<file path="src/rtl/macc_pkg.sv">
// Shared widths, FSM state encoding and quotient saturation bounds for the
// div36 signed divider.
package macc_pkg;

  localparam int DVD_W_DEF = 36;
  localparam int DVS_W_DEF = 18;
  localparam int CNT_W     = 6;

  typedef enum logic [2:0] {
    IDLE,
    PREP,
    ITER,
    FIX,
    DONE
  } state_e;

  function automatic longint sat_max(input int w);
    return (longint'(1) <<< (w - 1)) - 1;
  endfunction

  function automatic longint sat_min(input int w);
    return -(longint'(1) <<< (w - 1));
  endfunction

  localparam longint SAT_MAX_DEF = sat_max(DVS_W_DEF);
  localparam longint SAT_MIN_DEF = sat_min(DVS_W_DEF);

endpackage

</file>
<file path="src/rtl/div_step.sv">
// One restoring shift-subtract iteration: shift in the next dividend bit,
// try subtracting the divisor, keep the difference if it did not go negative.
module div_step #(
  parameter int W = 18
) (
  input  logic [W-1:0] rem_i,
  input  logic         bit_i,
  input  logic [W-1:0] dvs_i,
  output logic [W-1:0] rem_o,
  output logic         q_o
);

  logic [W:0] shifted;
  logic [W:0] diff;

  // rem_i < dvs_i always holds, so the difference fits a W+1-bit signed value.
  always_comb begin
    shifted = {rem_i, bit_i};
    diff    = shifted - {1'b0, dvs_i};
    q_o     = ~diff[W];
    rem_o   = q_o ? diff[W-1:0] : shifted[W-1:0];
  end

endmodule

</file>
<file path="src/rtl/div36.sv">
// Multi-cycle signed restoring divider with saturating quotient, truncating
// remainder and valid/ready handshakes on both sides.
module div36
  import macc_pkg::*;
#(
  parameter int DVD_W = DVD_W_DEF,
  parameter int DVS_W = DVS_W_DEF
) (
  input  logic             clk,
  input  logic             rst_n,
  input  logic             in_valid,
  output logic             in_ready,
  input  logic [DVD_W-1:0] dividend,
  input  logic [DVS_W-1:0] divisor,
  output logic             out_valid,
  input  logic             out_ready,
  output logic [DVS_W-1:0] quotient,
  output logic [DVS_W-1:0] remainder,
  output logic             ovf,
  output logic             div0
);

  localparam logic [DVS_W-1:0] Q_MAX   = DVS_W'(sat_max(DVS_W));
  localparam logic [DVS_W-1:0] Q_MIN   = DVS_W'(sat_min(DVS_W));
  localparam logic [DVD_W-1:0] NEG_LIM = DVD_W'(1) << (DVS_W - 1);
  localparam logic [DVD_W-1:0] POS_LIM = NEG_LIM - DVD_W'(1);
  localparam logic [CNT_W-1:0] LAST    = CNT_W'(DVD_W - 1);

  state_e             state_q, state_d;
  logic [DVD_W-1:0]   dvd_q, dvd_d;
  logic [DVS_W-1:0]   dvs_q, dvs_d;
  logic [DVD_W-1:0]   qacc_q, qacc_d;
  logic [DVS_W-1:0]   rem_q, rem_d;
  logic [DVS_W-1:0]   dmag_q, dmag_d;
  logic               neg_q_q, neg_q_d;
  logic               neg_r_q, neg_r_d;
  logic [CNT_W-1:0]   cnt_q, cnt_d;
  logic [DVS_W-1:0]   quotient_q, quotient_d;
  logic [DVS_W-1:0]   remainder_q, remainder_d;
  logic               ovf_q, ovf_d;
  logic               div0_q, div0_d;

  logic [DVS_W-1:0]   step_rem;
  logic               step_bit;

  div_step #(.W(DVS_W)) u_step (
    .rem_i (rem_q),
    .bit_i (qacc_q[DVD_W-1]),
    .dvs_i (dmag_q),
    .rem_o (step_rem),
    .q_o   (step_bit)
  );

  assign in_ready  = (state_q == IDLE);
  assign out_valid = (state_q == DONE);
  assign quotient  = quotient_q;
  assign remainder = remainder_q;
  assign ovf       = ovf_q;
  assign div0      = div0_q;

  always_comb begin
    state_d     = state_q;
    dvd_d       = dvd_q;
    dvs_d       = dvs_q;
    qacc_d      = qacc_q;
    rem_d       = rem_q;
    dmag_d      = dmag_q;
    neg_q_d     = neg_q_q;
    neg_r_d     = neg_r_q;
    cnt_d       = cnt_q;
    quotient_d  = quotient_q;
    remainder_d = remainder_q;
    ovf_d       = ovf_q;
    div0_d      = div0_q;
    case (state_q)
      IDLE: begin
        if (in_valid) begin
          dvd_d   = dividend;
          dvs_d   = divisor;
          state_d = PREP;
        end
      end
      PREP: begin
        if (dvs_q == '0) begin
          quotient_d  = dvd_q[DVD_W-1] ? Q_MIN : Q_MAX;
          remainder_d = '0;
          div0_d      = 1'b1;
          ovf_d       = 1'b0;
          state_d     = DONE;
        end else begin
          // Magnitude of the most negative dividend is representable unsigned.
          qacc_d  = dvd_q[DVD_W-1] ? -dvd_q : dvd_q;
          dmag_d  = dvs_q[DVS_W-1] ? -dvs_q : dvs_q;
          rem_d   = '0;
          cnt_d   = '0;
          neg_q_d = dvd_q[DVD_W-1] ^ dvs_q[DVS_W-1];
          neg_r_d = dvd_q[DVD_W-1];
          div0_d  = 1'b0;
          ovf_d   = 1'b0;
          state_d = ITER;
        end
      end
      ITER: begin
        qacc_d = {qacc_q[DVD_W-2:0], step_bit};
        rem_d  = step_rem;
        cnt_d  = cnt_q + CNT_W'(1);
        if (cnt_q == LAST) state_d = FIX;
      end
      FIX: begin
        ovf_d = 1'b0;
        if (neg_q_q) begin
          if (qacc_q > NEG_LIM) begin
            quotient_d = Q_MIN;
            ovf_d      = 1'b1;
          end else begin
            quotient_d = -qacc_q[DVS_W-1:0];
          end
        end else if (qacc_q > POS_LIM) begin
          quotient_d = Q_MAX;
          ovf_d      = 1'b1;
        end else begin
          quotient_d = qacc_q[DVS_W-1:0];
        end
        remainder_d = neg_r_q ? -rem_q : rem_q;
        state_d     = DONE;
      end
      DONE: begin
        if (out_ready) state_d = IDLE;
      end
      default: state_d = IDLE;
    endcase
  end

  always_ff @(posedge clk or negedge rst_n) begin
    if (!rst_n) begin
      state_q     <= IDLE;
      dvd_q       <= '0;
      dvs_q       <= '0;
      qacc_q      <= '0;
      rem_q       <= '0;
      dmag_q      <= '0;
      neg_q_q     <= 1'b0;
      neg_r_q     <= 1'b0;
      cnt_q       <= '0;
      quotient_q  <= '0;
      remainder_q <= '0;
      ovf_q       <= 1'b0;
      div0_q      <= 1'b0;
    end else begin
      state_q     <= state_d;
      dvd_q       <= dvd_d;
      dvs_q       <= dvs_d;
      qacc_q      <= qacc_d;
      rem_q       <= rem_d;
      dmag_q      <= dmag_d;
      neg_q_q     <= neg_q_d;
      neg_r_q     <= neg_r_d;
      cnt_q       <= cnt_d;
      quotient_q  <= quotient_d;
      remainder_q <= remainder_d;
      ovf_q       <= ovf_d;
      div0_q      <= div0_d;
    end
  end

endmodule

</file>
<file path="config.mk">
export PLATFORM = sky130hd
export DESIGN_NAME = div36
export DESIGN_NICKNAME = d
export VERILOG_FILES = /design/src/rtl/macc_pkg.sv /design/src/rtl/div_step.sv /design/src/rtl/div36.sv
export SDC_FILE = /design/constraint.sdc
export NUM_CORES = 1
export LEC_CHECK = 0
export ABC_CLOCK_PERIOD_IN_PS = 6800
export BUFFER_PORTS_ARGS = -buffer_cell sky130_fd_sc_hd__buf_2
export CORE_ASPECT_RATIO = 0.9
export CORE_MARGIN = 4
export CORE_UTILIZATION = 50
export DETAILED_ROUTE_END_ITERATION = 8
export PLACE_DENSITY = 0.79
export SYNTH_ARGS = -nofsm -noshare
export SYNTH_HDL_FRONTEND = slang
export SYNTH_SLANG_ARGS = --single-unit
</file>
<file path="constraint.sdc">
create_clock -name clk -period 6.8 [get_ports clk]
set_input_delay 1.36 -clock clk [delete_from_list [all_inputs] [get_ports clk]]
set_output_delay 1.36 -clock clk [all_outputs]
set_load 0.01 [all_outputs]
</file>
==> results.toml <==
[logic_synthesis]
syn_area_sq_mm = 0.00997
yosys_warnings = 0
syn_area_per_cell_sq_um = 9.66
async_reset_ff_share_pct = 100
ys_types = 75
syn_nets = 1114
ys_seq_area_share_pct = 43.9
synth_edf_count = 0
ys_ff_latch = 175
synthFlopType = "dfrtp_1"
syn_inst = 1032

[clock_network]
clkSinkCount = 175
cts.clk_slew.worst_paths_ns = 0.07
cts.repair.resized = 0
cts_buffer_depth = 2
cts_buffers = 17
hold_buffers = 0
clk_latency_ns = 0.43
cts_tree = "done"
post_cts_buffers = 0
root_buffer = "clkbuf_16"
cts-htree-levels = 4

[routing]
vias = 7856
wire_per_inst_microns = 16.5
route.detailed.drc = 0
wirelength_microns = 22400
dr.pass1.iters = 5
ant_nets = 0
vias_per_cell = 5.79
drt-initial-drc-count = 662

[sta]
slew_headroom_pct = 18.9
finalSetupViolCount = 0
fin_crit_sh_pct = 49.8
slew_viol_final = 0
fmax_mhz = 295
tightest_slew_ns = 1.21
finalClockSkew_ns = 0.0102
fin_tns_setup_ns = 0
finalHoldViolations = 0
fin_crit_ns = 3.39
rsz0062_at_grt = "no"

[grt]
grt_pass1_wl_microns = 37500
grt_pass1_vias = 7449
grt_start_max_net_pins = 90
grt_usage_pct = 20.5
antenna_found_initial = 1
globalRouteOverflowTotal = 0

[critical_path]
cp.arrival_ns = 3.72
crit_buf_inv = 0
slowest_stage = "nor2b_1"
critPathTopFamily = "simple AND/OR/NAND/NOR gates"
worst-path-max-fanout = 21
slowest_delay_ns = 0.96
cp.required_ns = 7.14
critPathCaptureType = "register"
worst-setup-path-type = "reg2reg"
startpoint_type = "register"
crit_chain = "or4_4, nor3_2, and3_1, and2b_1, nor2b_1, a21oi_1, o21ai_1"

[placement]
gp_congestion = 0.929
portBuffers = 97
hpwl_microns = 16100

[power]
power_density_mw_per_mm2 = 541
peakVddDrop_mv = 0.266
p_total_mw = 6.01
p_leak_nw = 4.93

[cells_and_area]
nNetsFinal = 1175
drive_gt1_share_pct = 19.5
layout_commonest_cell = "dfrtp_1"
final_cell_mix = "175 x dfrtp_1, 112 x nand2_1, 96 x buf_2"
syn_to_final_growth_pct = 11.4

[floorplan]
rows = 48
fp.dieW_microns = 157
core_area_sq_mm = 0.0194
initial_core_util_pct = 51.4
ioPinCount = 98
die-area_sq_mm = 0.0223
chipHeight_microns = 142

[status]
status = "completed"

[hold_path]
min_path_type = "reg2reg"

[run]
max_cap_violations = 0
state kept, by name (all words and copies together), names as in the netlist, 3 cells and up:
signal	cells
quotient	18
rem_q	18
dvd_q	36
remainder	18
dvs_q	18
cnt_q	6
qacc_q	36
state_q	3
dmag_q	18
worst min-delay path, cell delays in order, from the launching register on:
cell and delay (ns):
dfrtp_1 0.34, nand2_1 0.05, o21ai_0 0.06
report_power, final:
group          switching [mW]  internal [mW]  total [mW]
clock                   0.423          0.509       0.932
sequential              0.565           1.52        2.09
combinational            1.65           1.34        2.99
total                    2.64           3.37        6.01
cell type report:
cell class | count | area, sq um
fillers | 1691 | 8290
multi-input cells | 754 | 5150
flip-flops and latches | 175 | 4380
repair buffers | 106 | 559
clock buffers | 17 | 425
well taps | 250 | 313
inverters | 39 | 146
clock inverters | 15 | 136
diodes | 1 | 2.50
path summary, 6_finish.rpt:
path	start	endpoint	slack (ns)	cells after the start
worst min register to register	remainder[12]	remainder[12]	0.48	2
worst max-delay path	dvs_q[8]	quotient[16]	3.41	7
max in group asynchronous	rst_n	rem_q[17]	4.63	2
min in group asynchronous	rst_n	dvd_q[21]	1.00	1
worst min-delay path	remainder[12]	remainder[12]	0.48	2
worst max register to register	dvs_q[8]	quotient[16]	3.41	7
synth_stat cells, types with 8 or more instances:
master | n | area (sq um)
nor4_1 | 8 | 50.1
a22oi_1 | 27 | 203
nor2b_1 | 9 | 56.3
xor2_1 | 53 | 464
ha_1 | 23 | 288
o22ai_1 | 18 | 113
clkbuf_1 | 39 | 146
xnor2_1 | 25 | 219
buf_2 | 14 | 70.1
dfrtp_1 | 175 | 4380
nand2_1 | 112 | 420
nand3_1 | 28 | 140
mux2i_1 | 18 | 180
o31ai_1 | 15 | 113
inv_1 | 38 | 143
mux2_2 | 51 | 574
o21ai_0 | 89 | 445
a21oi_1 | 39 | 195
or3_1 | 15 | 93.8
o21ai_1 | 38 | 190
a21o_1 | 8 | 60.1
nor3_1 | 14 | 70.1
nor2_1 | 34 | 128
nand2b_1 | 8 | 50.1
o211ai_1 | 10 | 75.1
per-stage QoR:
step,util [%],area [sq um],hold slack [ns],worst slack (ns),std cells
2_1_floorplan,-,9970,0.450,4.25,1032
6_report,57.3,11100,0.477,3.41,1357
3_3_place_gp,54.4,10500,0.463,3.57,1324
3_5_place_dp,54.4,10500,0.465,3.46,1324
4_1_cts,57.3,11100,0.480,3.43,1356
5_1_grt,57.3,11100,0.508,3.10,1357
cells by family (layout without fill, tap and decap cells):
kind of cell | Yosys count | in the layout | share of synthesized area [%]
and+or+nand+nor | 279 | 279 | 14.4
adders and majority gates | 24 | 24 | 3.09
buffers and inverters | 103 | 177 | 4.44
other | 0 | 1 | 0
DFF | 175 | 175 | 43.9
AOI/OAI and AO/OA | 302 | 302 | 19.3
xor gates and xnor gates | 79 | 79 | 7.13
muxes | 70 | 70 | 7.68
routing by layer:
layer,vias up,track usage [%],wire length [microns]
li1,3849,-,-
met1,3752,31.3,11000
met2,238,29.9,9770
met3,17,4.26,1400
met4,0,4.98,295
met5,-,0,0
(Power assumes the default switching activity.)
